File: src/rtl/cpu_pkg.sv
// Shared definitions for the RISC core front end.
package cpu_pkg;

    localparam int unsigned ADDR_W_DEFAULT = 32;
    localparam logic [31:0] NOP_INSTR = 32'h0000_0013;

    typedef enum logic [1:0] {
        StBoot,
        StReq,
        StDrain
    } fetchState_t;

endpackage

File: src/rtl/fetch_sequencer.sv
// Instruction-fetch controller: owns the PC, issues req/ack fetches to instruction memory,
// redirects on taken branches and holds one fetched instruction for decode.
module fetch_sequencer
    import cpu_pkg::*;
#(
    parameter int unsigned       ADDR_W   = ADDR_W_DEFAULT,
    parameter logic [ADDR_W-1:0] RESET_PC = '0,
    parameter logic [ADDR_W-1:0] PC_INC   = 1
) (
    input  logic              clk,
    input  logic              reset,
    output logic              imem_req,
    output logic [ADDR_W-1:0] imem_addr,
    input  logic              imem_ack,
    input  logic [31:0]       imem_rdata,
    input  logic              br_valid,
    input  logic [ADDR_W-1:0] br_target,
    input  logic              stall,
    output logic              if_valid,
    output logic [ADDR_W-1:0] if_pc,
    output logic [31:0]       if_instr
);

    fetchState_t       stateQ, stateD;
    logic [ADDR_W-1:0] pcQ, pcD;
    logic [ADDR_W-1:0] staleAddrQ, staleAddrD;
    logic              ifValidQ, ifValidD;
    logic [ADDR_W-1:0] ifPcQ, ifPcD;
    logic [31:0]       ifInstrQ, ifInstrD;
    logic              slotFree;

    assign slotFree  = !ifValidQ || !stall;
    // A draining request must complete regardless of decode back-pressure.
    assign imem_req  = ((stateQ == StReq) && slotFree) || (stateQ == StDrain);
    assign imem_addr = (stateQ == StDrain) ? staleAddrQ : pcQ;

    assign if_valid = ifValidQ;
    assign if_pc    = ifPcQ;
    assign if_instr = ifInstrQ;

    always_comb begin
        stateD     = stateQ;
        pcD        = pcQ;
        staleAddrD = staleAddrQ;
        ifValidD   = ifValidQ;
        ifPcD      = ifPcQ;
        ifInstrD   = ifInstrQ;

        if (br_valid) begin
            pcD      = br_target;
            ifValidD = 1'b0;
            // An unacknowledged request cannot be withdrawn; finish it on the old address.
            if ((stateQ == StReq) && imem_req && !imem_ack) begin
                staleAddrD = pcQ;
                stateD     = StDrain;
            end else if ((stateQ == StDrain) && !imem_ack) begin
                stateD = StDrain;
            end else begin
                stateD = StReq;
            end
        end else begin
            if (ifValidQ && !stall) begin
                ifValidD = 1'b0;
            end
            unique case (stateQ)
                StBoot: begin
                    stateD = StReq;
                end
                StReq: begin
                    if (imem_req && imem_ack) begin
                        ifValidD = 1'b1;
                        ifPcD    = pcQ;
                        ifInstrD = imem_rdata;
                        pcD      = pcQ + PC_INC;
                    end
                end
                StDrain: begin
                    if (imem_ack) begin
                        stateD = StReq;
                    end
                end
                default: begin
                    stateD = StBoot;
                end
            endcase
        end
    end

    always_ff @(posedge clk) begin
        if (reset) begin
            stateQ     <= StBoot;
            pcQ        <= RESET_PC;
            staleAddrQ <= '0;
            ifValidQ   <= 1'b0;
            ifPcQ      <= '0;
            ifInstrQ   <= '0;
        end else begin
            stateQ     <= stateD;
            pcQ        <= pcD;
            staleAddrQ <= staleAddrD;
            ifValidQ   <= ifValidD;
            ifPcQ      <= ifPcD;
            ifInstrQ   <= ifInstrD;
        end
    end

endmodule

File: config.mk
export PLATFORM = sky130hd
export DESIGN_NAME = fetch_sequencer
export DESIGN_NICKNAME = d
export VERILOG_FILES = /design/src/rtl/cpu_pkg.sv /design/src/rtl/fetch_sequencer.sv
export SDC_FILE = /design/constraint.sdc
export NUM_CORES = 1
export LEC_CHECK = 0
export BUFFER_PORTS_ARGS = -buffer_cell sky130_fd_sc_hd__buf_4
export CAP_MARGIN = 20
export CELL_PAD_IN_SITES_DETAIL_PLACEMENT = 0
export CELL_PAD_IN_SITES_GLOBAL_PLACEMENT = 2
export CORE_ASPECT_RATIO = 1.5
export CORE_UTILIZATION = 26
export CTS_CLUSTER_SIZE = 14
export DETAILED_ROUTE_END_ITERATION = 10
export PLACE_DENSITY_LB_ADDON = 0.1
export SLEW_MARGIN = 15
export SYNTH_ARGS = -nofsm -noshare
export SYNTH_HDL_FRONTEND = slang
export SYNTH_SLANG_ARGS = --single-unit
File: constraint.sdc
create_clock -name clk -period 1.9 [get_ports clk]
set_clock_uncertainty 0.1 [all_clocks]
set_input_delay 0.19 -clock clk [delete_from_list [all_inputs] [get_ports clk]]
set_output_delay 0.19 -clock clk [all_outputs]
set_load 0.05 [all_outputs]
-- Word-level counts from Yosys, hierarchy flattened
Index checks and enable logic that the tools add are counted.
- register bits: 131
- output and inout bits: 98
- bitwise operators: 1
- reduce and logical (&&, ||, !) cells: 19
- $add $sub $neg: 1
- equality and inequality tests: 4
- multiplexer cells: 12
- operators with widths (operator ; count):
    $mux 32 ; 4
    $add 32x1->32 const B ; 1
    $mux 2 ; 4
    $logic_and 1x1->1 ; 6
    $pmux 2 s3 ; 1
    $reduce_and 2->1 ; 3
    $reduce_bool 2->1 ; 2
    $logic_not 1->1 ; 3
    $mux 1 ; 3
    $ne 3x3->1 const B ; 1
    $reduce_and 3->1 ; 1
    $eq 2x1->1 const B ; 1
    $eq 2x2->1 const B ; 1
    $logic_not 2->1 ; 1
    $logic_or 1x1->1 ; 2
    $ne 2x2->1 const B ; 1
    $reduce_or 2->1 ; 1
    $not 1->1 ; 1

-- Logic depth before layout (Yosys ltp)
Gate-level depths: netlist of the first run.
- depth in word-level cells: 8
- depth in mapped cells: 7
- mapped depth without buffers: 5

-- Worst setup path after synthesis of the first run
OpenSTA, ideal clock, no wires.
- path kind: flip-flop to output port
- from: register stateQ[1]
- to: output port imem_addr[11]
- path buffers: 2
- arrival time: 1963 ps
- path slack: -353 ps
- cell stages (with the launch flop): 5
- data required time: 1610 ps
- cell sequence: dfxtp_1 -> nor2b_1 -> clkbuf_1 -> clkbuf_1 -> o21ai_0
- word-level cells in the longest chain between the ends: 2
- ends and longest elaborated chain (what ; RTL line ; text):
    start: declaration ; fetch_sequencer.sv:24 ; fetchState_t stateQ, stateD;
    start signal: assignment ; fetch_sequencer.sv:91 ; stateQ <= StBoot;
    start signal: assignment ; fetch_sequencer.sv:98 ; stateQ <= stateD;
    $eq 2x2->1 ; fetch_sequencer.sv:35 ; assign imem_addr = (stateQ == StDrain) ? staleAddrQ : pcQ;
    $mux 32 ; fetch_sequencer.sv:35 ;
    end: declaration ; fetch_sequencer.sv:13 ; output logic [ADDR_W-1:0] imem_addr,
Every way passes these cells.

-- Worst setup path after layout of the first run
- from: register stateQ[1]
- to: output port imem_addr[3]
The elaborated chain is that of the path after synthesis.

==> summary.md, run 1 <==
The worst setup slack after placement is -204 ps, and the number of fill cells in the layout is 2,249. The final layout net count came out at 1,090. The post-detailed-route wirelength per cell is 17.5 µm.

The critical path in this run is classified as reg -> out. Routability-driven placement finished with a final weighted congestion of 0.876. Registers take 2640 µm². Counting tap cells, the placed design contains a total of 1,208 instances. Buffers placed on the I/O ports in this run total 166. Among all flip-flop cells after synthesis, the most frequent one is sky130_fd_sc_hd__dfxtp_1. In this run, distinct cell masters in the synthesized netlist total 52.

Of all cell types, the one taking the most synthesized area is sky130_fd_sc_hd__dfxtp_1. The top routing layer in use was met4. The fraction of power consumed by the clock network was 43.4%; the minimum setup slack among reg-to-reg paths was -30 ps. The worst hold path was traced through 3 stages.

During synthesis, Yosys emitted a total of 0 warnings. The share of total power consumed by net switching is 27.1%. Sequential fraction of the synthesis area: 43.6%.

For the number of antenna-violating nets in the routed design, the log shows 0. The total length of routed wires was 22.8 mm; the largest fanout on the critical path was 23. After floorplanning, the core was sized to cover 22,600 µm².

For this run, asynchronously set or reset flops after synthesis account for 0%. The number of buffers created by CTS came out at 17. TritonCTS built the clock tree. The cell count after synthesis came out at 767.

Power comes to 7.71 mW. The logs give 38.0% for the share of total power in sequential cells and 0 for the count of pins over their slew limit. The run gives -183 ps as the post-layout worst setup margin. For the effective utilization at floorplan, the log shows 26.6%. Setup repair after global routing could not meet its margin everywhere. For this run, the share of the core covered by cells in the final layout is 43.0%. Of the total power, combinational logic draws 18.6%.

Post-route standard cell area excluding fillers: 9690 µm². The tools report the startpoint type of the worst setup path as a flip-flop. The worst-case reg-to-reg path depth was 7; the number of maximum-capacitance constraint violations was 0.

The power density over cell area is 796 nW/µm², and the relative area change from synthesis to final layout is 61.3%. The clock sink total was 131; the routed length on met3 was 923 µm. The run gives 18.9% as the global-route usage over all layers.

The static power due to leakage is 3.84 nW, and the maximum ir drop on the vdd rail is 0.547 mV. The run gives 1610 ps as the required time of the critical path. The hold violation count in the final report is 0, and the H-tree depth is 4. The detailed router finished its first iteration with 325 violations.

The fraction of post-synthesis cell area in the top cell type by area is 43.6%, and the aggregate global routing overflow is 0. The synthesized design contains 131 register bits. For this run, design rule violations remaining after detail routing come to 0.

The routed layout has 6,494 vias. Total number of placement rows: 67. The ratio of routed vias to standard cells works out to 4.97. The run gives 1790 ps as the critical path arrival. The minimum clock period works out to 2080 ps.

The logs give 6,435 for the via count of the first global-routing pass and 837 for the net count of the mapped netlist. Counting instances in the post-synthesis netlist gives the leading cell types as sky130_fd_sc_hd__nand2_1, sky130_fd_sc_hd__dfxtp_1, sky130_fd_sc_hd__a21oi_1, sky130_fd_sc_hd__clkbuf_1, sky130_fd_sc_hd__mux2_2. The vertical die dimension is 188 µm, and the maximum achievable frequency is 0.480 GHz.

Cells with a size suffix above 1 make up 34.8% of the layout. In this run, synthesis inferred 0 flip-flops with an integrated enable. After clock tree synthesis, the clock-pin slew on the worst setup and hold paths is 60 ps. Among all cell types in the netlist, the one instantiated most often is sky130_fd_sc_hd__nand2_1. The final reports fail on setup timing. The average cell area after synthesis is 7.83 µm², and the die boundary width is 126 µm. The worst pin sits at a relative slew slack of 69.2%. For the worst-skew pair, the clock arrives at the later sink with an insertion delay of 420 ps. The element type at the critical path end was an output port. The multi-input combinational cells in the finished layout cover a total of 3340 µm².

Setup violations remaining at the end of the flow were counted as 33. For this run, the number of standard cells in the final layout without fillers is 1,307. In the finished design, the share of the clock period the worst path needs comes to 110%. In this run the count of I/O pins placed on the die edge is 167. For the pin with the worst max-slew slack, the measured transition is 460 ps. The first global-routing pass estimated 34.6 mm of wire. The placed instance area came out at 7950 µm².

Counting along the longest clock path gives a buffer depth of 2. Count of TritonRoute iterations in the first routing pass: 4. Internal power comes to 5.62 mW. The reported net switching power is 2.09 mW. The number of antenna violations at the first check in global routing was 0; the synthesized area was 6010 µm². The root buffer cell was sky130_fd_sc_hd__clkbuf_16. The worst hold path belongs to the class in -> reg. The run gives 0 as the antenna cell count.

The wire length on met1 is 9.56 mm. The floorplan step defined a die boundary enclosing 23,700 µm². The met2 routed wirelength is 11.7 mm. The flow ran to the end, but the final reports show violations. In the post-synthesis netlist, the biggest area contributors are sky130_fd_sc_hd__dfxtp_1, sky130_fd_sc_hd__nand2_1, sky130_fd_sc_hd__a21oi_1.

Entering global routing, the biggest net connects 65 pins. Post-DP HPWL: 15.2 mm.
logic make-up (layout without fill, tap and decap cells):
logic type	after synthesis	count (layout)	synth area share, %
xor+xnor	6	6	0.875
mux	31	31	5.77
simple gates	355	357	27.6
compound gates	160	160	16.3
buf+inv	83	345	5.60
fa+ha+maj	1	1	0.208
flops	131	131	43.6
flip-flops by register name (all words and copies together), names as in the netlist:
name	cells
pcQ	32
if_pc	32
if_instr	32
stateQ	2
if_valid	1
staleAddrQ	32
final cells by class:
cell class | instances | share of cell area, %
Multi-Input combinational cell | 555 | 34.4
Inverter | 9 | 0.349
Clock inverter | 5 | 1.03
Sequential cell | 131 | 27.2
Timing Repair Buffer | 306 | 28.4
Tap cell | 276 | 3.56
Clock buffer | 25 | 5.01
power by group through the flow:
stage | clock network (mW) | registers [mW] | logic [mW]
floorplan | 0 | 3.10 | 0.604
global placement | 0 | 2.98 | 1.22
detailed placement | 0 | 2.98 | 1.23
CTS | 3.45 | 2.92 | 1.40
global route | 3.57 | 2.94 | 1.53
finish | 3.35 | 2.93 | 1.44
final timing paths:
check              endpoint      startpoint
min                 pcQ[10]   br_target[10]
max reg2reg         pcQ[28]          pcQ[1]
max            imem_addr[3]       stateQ[1]
min reg2reg  staleAddrQ[17]  staleAddrQ[17]
layout by cell type (no fill, tap or decap), drive strengths merged, types with 3 or more instances in the layout:
cell type and instances:
a2111oi 4, a211oi 8, a21oi 100, a22oi 4
a311oi 10, a32oi 3, and3 18, and4 4
buf 251, bufinv 3, clkbuf 26, clkinv 3
dfxtp 131, dlygate4sd3 54, inv 8, mux2 29
nand2 210, nand3 20, nand4 22, nor2 23
nor2b 9, nor3 10, nor4 16, o21ai 4
o31ai 13, or3 4, or4 12, xnor2 3
xor2 3
what timing repair did:
item,in CTS,in global routing
endpoints found under the setup margin,43,48
setup buffers,7,4
gates resized for setup,65,59
gates cloned,1,3
pin swaps,9,11
endpoints found under the hold margin,54,0
hold buffers,54,0
metrics by stage:
step	setup TNS, ps	hold slack [ps]
after floorplan	-485	224
after global placement	-534	329
after global routing	-7110	38.6
after detailed placement	-891	344
after CTS	-5890	15.4
final	-4810	51.1
metal layers:
layer  global-route usage (%)  vias to the layer above
li1                         -                     3190
met1                     21.7                     3085
met2                     33.6                      191
met3                     3.78                       28
met4                     8.39                        0
met5                        0                        -
critical path, cell delays in order, from the launching register on:
cell	delay, ps
sky130_fd_sc_hd__dfxtp_2	340
sky130_fd_sc_hd__buf_6	90
sky130_fd_sc_hd__nor2b_4	190
sky130_fd_sc_hd__buf_12	210
sky130_fd_sc_hd__mux2_2	380
sky130_fd_sc_hd__buf_6	160
Power figures use the tool's default switching activity.
==> inputs of run 2 (changes only) <==
--- a/config.mk
+++ b/config.mk
@@ -9,7 +9,7 @@
 export CAP_MARGIN = 20
 export CELL_PAD_IN_SITES_DETAIL_PLACEMENT = 0
 export CELL_PAD_IN_SITES_GLOBAL_PLACEMENT = 2
-export CORE_ASPECT_RATIO = 1.5
+export CORE_ASPECT_RATIO = 1.2
 export CORE_UTILIZATION = 26
 export CTS_CLUSTER_SIZE = 14
 export DETAILED_ROUTE_END_ITERATION = 10
==> run 2 against run 1 <==
  * The run ends with hold timing, setup timing left
  * Power up 5.9%
  * Largest cell class unchanged
  * Flip-flop and latch count unchanged
  * First-iteration DRC count decreased by 7.4%
  * Routed wire length shrank 4.0%
  * Sequential share of layout area is 0.35 points lower
  * Cell count shrank 0.31%
==> summary.md, run 2 (synthesized netlist as in run 1, its figures left out) <==
The run gives 23,700 µm² (about the same) as the total die area. The signal on the critical path passes through buf_6 -> nor2b_4 -> buf_12 -> clkbuf_16 -> mux2_4 -> buf_8. The number of buffers inserted by port buffering came out at 166 (unchanged). Clock sink total: 131 (unchanged). The worst setup path is launched from a flip-flop. For the worst-skew pair later-pin latency, the log shows 420 ps (about the same).

Count of pins over their slew limit: 0 (unchanged). The global-route usage over all layers is 17.6% (-1.3 points). The number of antenna-violating nets in the routed design is 0 (unchanged). The die boundary width came out at 141 µm (+12%).

The buffering stage count on the worst path with inverters included is 4 (+1), and the relative area change from synthesis to final layout is 63.5%. The required time of the critical path was 1610 ps (about the same); the total length of routed wires was 21.9 mm (-4.0%). The power density over cell area works out to 831 nW/µm² (+4.5%).

The clock slew seen by the registers of the worst setup and hold paths works out to 60 ps (about the same). The ratio of routed vias to standard cells is 4.91 (-1.3%), and the number of cells on the critical path is 6 (+1). The worst-case reg-to-reg path depth came out at 5 (-2). The aggregate global routing overflow was 0 (unchanged); the critical path arrival was 1770 ps (-20 ps).

The logs give 2 (unchanged) for the maximum buffer depth of the clock tree and 33 (unchanged) for the number of failing setup endpoints in the final timing report. The static power due to leakage came out at 3.89 nW (+1.4%). The minimum clock period is 2060 ps (-23.5 ps), and the share of cells above drive strength 1 is 34.9% (+0.043 points). For the total number of placement rows, the log shows 60 (-10%). The share of total power in sequential cells came out at 35.9% (-2.1 points). The worst slew margin relative to its limit is 60.8% (-8.4 points). The post-DP HPWL came out at 14.3 mm (-6.0%). The worst hold path belongs to the class in -> reg. The tools report the H-tree depth as 4 (unchanged). The slowest cell on the critical path was sky130_fd_sc_hd__dfxtp_2. The setup TNS after final layout was -4510 ps (+303 ps); the core region area was 22,500 µm² (-0.13%).

For the iteration-0 DRC count of the detailed router, the log shows 301 (-7.4%). The number of buffers created by CTS came out at 17 (unchanged). The hold violation count in the final report is 2 (+2), and the maximum ir drop on the vdd rail is 0.617 mV (+13%). Multi-input gate area in the final layout: 3350 µm² (+0.30%).

The effective utilization at floorplan was 26.7% (+0.034 points); the post-detailed-route wirelength per cell was 16.8 µm (-3.7%). The part of the power in combinational logic is 17.7% (-0.9 points). For the pin count of the biggest net entering global routing, the log shows 65 (unchanged).

The cell internal power dissipation was 6.02 mW (+7.0%). The tools report the element type at the critical path end as an output port. In the layout the commonest cells are sky130_fd_sc_hd__nand2_1, sky130_fd_sc_hd__buf_4, sky130_fd_sc_hd__dfxtp_1. The checks that failed: hold timing, setup timing. The run gives 0.486 GHz (+1.1%) as the maximum achievable frequency. Share of the clock period used by the worst path after layout: 108% (-1.2 points).

The root buffer cell chosen for the clock tree is sky130_fd_sc_hd__clkbuf_16. The remaining design rule violation count came out at 0 (unchanged). The post-route standard cell area excluding fillers is 9820 µm² (+1.3%). The run gives 0 (unchanged) as the antenna cell count.

The worst stage delay on the critical path is 330 ps (-50 ps), and the vertical die dimension is 169 µm (-10%). The reported net switching power came out at 2.15 mW (+2.8%). The number of maximum-capacitance constraint violations came out at 0 (unchanged). Setup repair after global routing could not meet its margin everywhere. The most common library cell in the layout ignoring fill and taps was sky130_fd_sc_hd__nand2_1. Cell family with the largest share of critical-path delay: buffers and inverters. The via total after detailed routing came out at 6,393 (-1.6%). The final layout net count was 1,082 (-0.73%); the transition time of the tightest slew-check pin was 583 ps (+123 ps). The global-route wire length before repair is 32.7 mm (-5.6%), and the fraction of power consumed by the clock network is 46.5% (+3.1 points). The share of total power consumed by net switching works out to 26.3% (-0.79 points).

For the placed instance area, the log shows 7910 µm² (-0.52%). The logs give 0 (unchanged) for the number of antenna violations at the first check in global routing and 1,303 (-0.31%) for the final cell count without fillers. The critical path in this run is classified as reg -> out.

The run finished, with violations left. The minimum hold slack is -4.22 ps (-55.4 ps). The logs give 5 (+1) for the count of TritonRoute iterations in the first routing pass and 2640 µm² (about the same) for the total area of sequential cells. The post-layout worst setup margin came out at -159 ps (+23.5 ps). The depth of the worst hold-timing path was 3 (unchanged).

The largest fanout on the critical path works out to 6 (-74%). TritonCTS built the clock tree. The tools report the overall power as 8.17 mW (+5.9%). The boundary pin count was 167 (unchanged); the number of cells after detailed placement was 1,205 (-0.25%).

The via count of the first global-routing pass is 6,175 (-4.0%). The number of fill cells in the layout is 2,261 (+0.53%). The placer congestion estimate is 0.791 (-9.7%).
## run 2: timing repair
action,in CTS,in global routing
setup buffers,2,7
hold endpoints to repair,53,0
resized for setup,44,92
setup endpoints to repair,43,51
hold buffers,53,0
cloned,0,6
pin swaps,3,17
## run 2: worst reg2reg max path, delay by kind of cell, from the launching register on
family,cells,cell delay (ps)
AND/OR/NAND/NOR,3,1010
flip-flops,1,330
AO/OA/AOI/OAI,1,250
adder cells (fa/ha/maj),1,170
## run 2: cell type report
cell class                 count  area share [%]
tap                          279            3.55
inverter                       9           0.344
sequential                   131            26.9
timing repair buffer         299            28.2
clock buffer                  19            4.61
clock inverter                12            2.32
multi-input combinational    554            34.1
## run 2: final timing paths
check	to	slack, ps	startpoint
max	imem_addr[10]	-160	stateQ[0]
min	pcQ[7]	-4	br_target[7]
max reg2reg	pcQ[12]	-50	pcQ[0]
min reg2reg	staleAddrQ[8]	350	staleAddrQ[8]
## run 2: metrics by stage
step           utilization, %  worst slack (ps)  hold WS, ps
4_1_cts                  41.3              -195         2.03
3_3_place_gp             35.1              -109          336
2_1_floorplan               -              -126          224
5_1_grt                  43.6              -215         8.74
6_report                 43.6              -159        -4.22
3_5_place_dp             35.1              -172          346
## run 2: routing by layer
layer	global-route usage [%]	vias to the layer above	wire (µm)
met3	3.45	28	987
met1	20.9	3007	9730
met4	6.71	0	442
li1	-	3179	-
met2	31.1	179	10800
met5	0	-	0
## run 2: power groups by stage
| stage | combinational, mW | clock [mW] | sequential, mW |
|---|---|---|---|
| after detailed placement | 1.22 | 0 | 2.98 |
| after global placement | 1.21 | 0 | 2.98 |
| final | 1.44 | 3.80 | 2.93 |
| after global routing | 1.53 | 4.01 | 2.94 |
| after CTS | 1.36 | 3.91 | 2.92 |
| after floorplan | 0.604 | 0 | 3.10 |
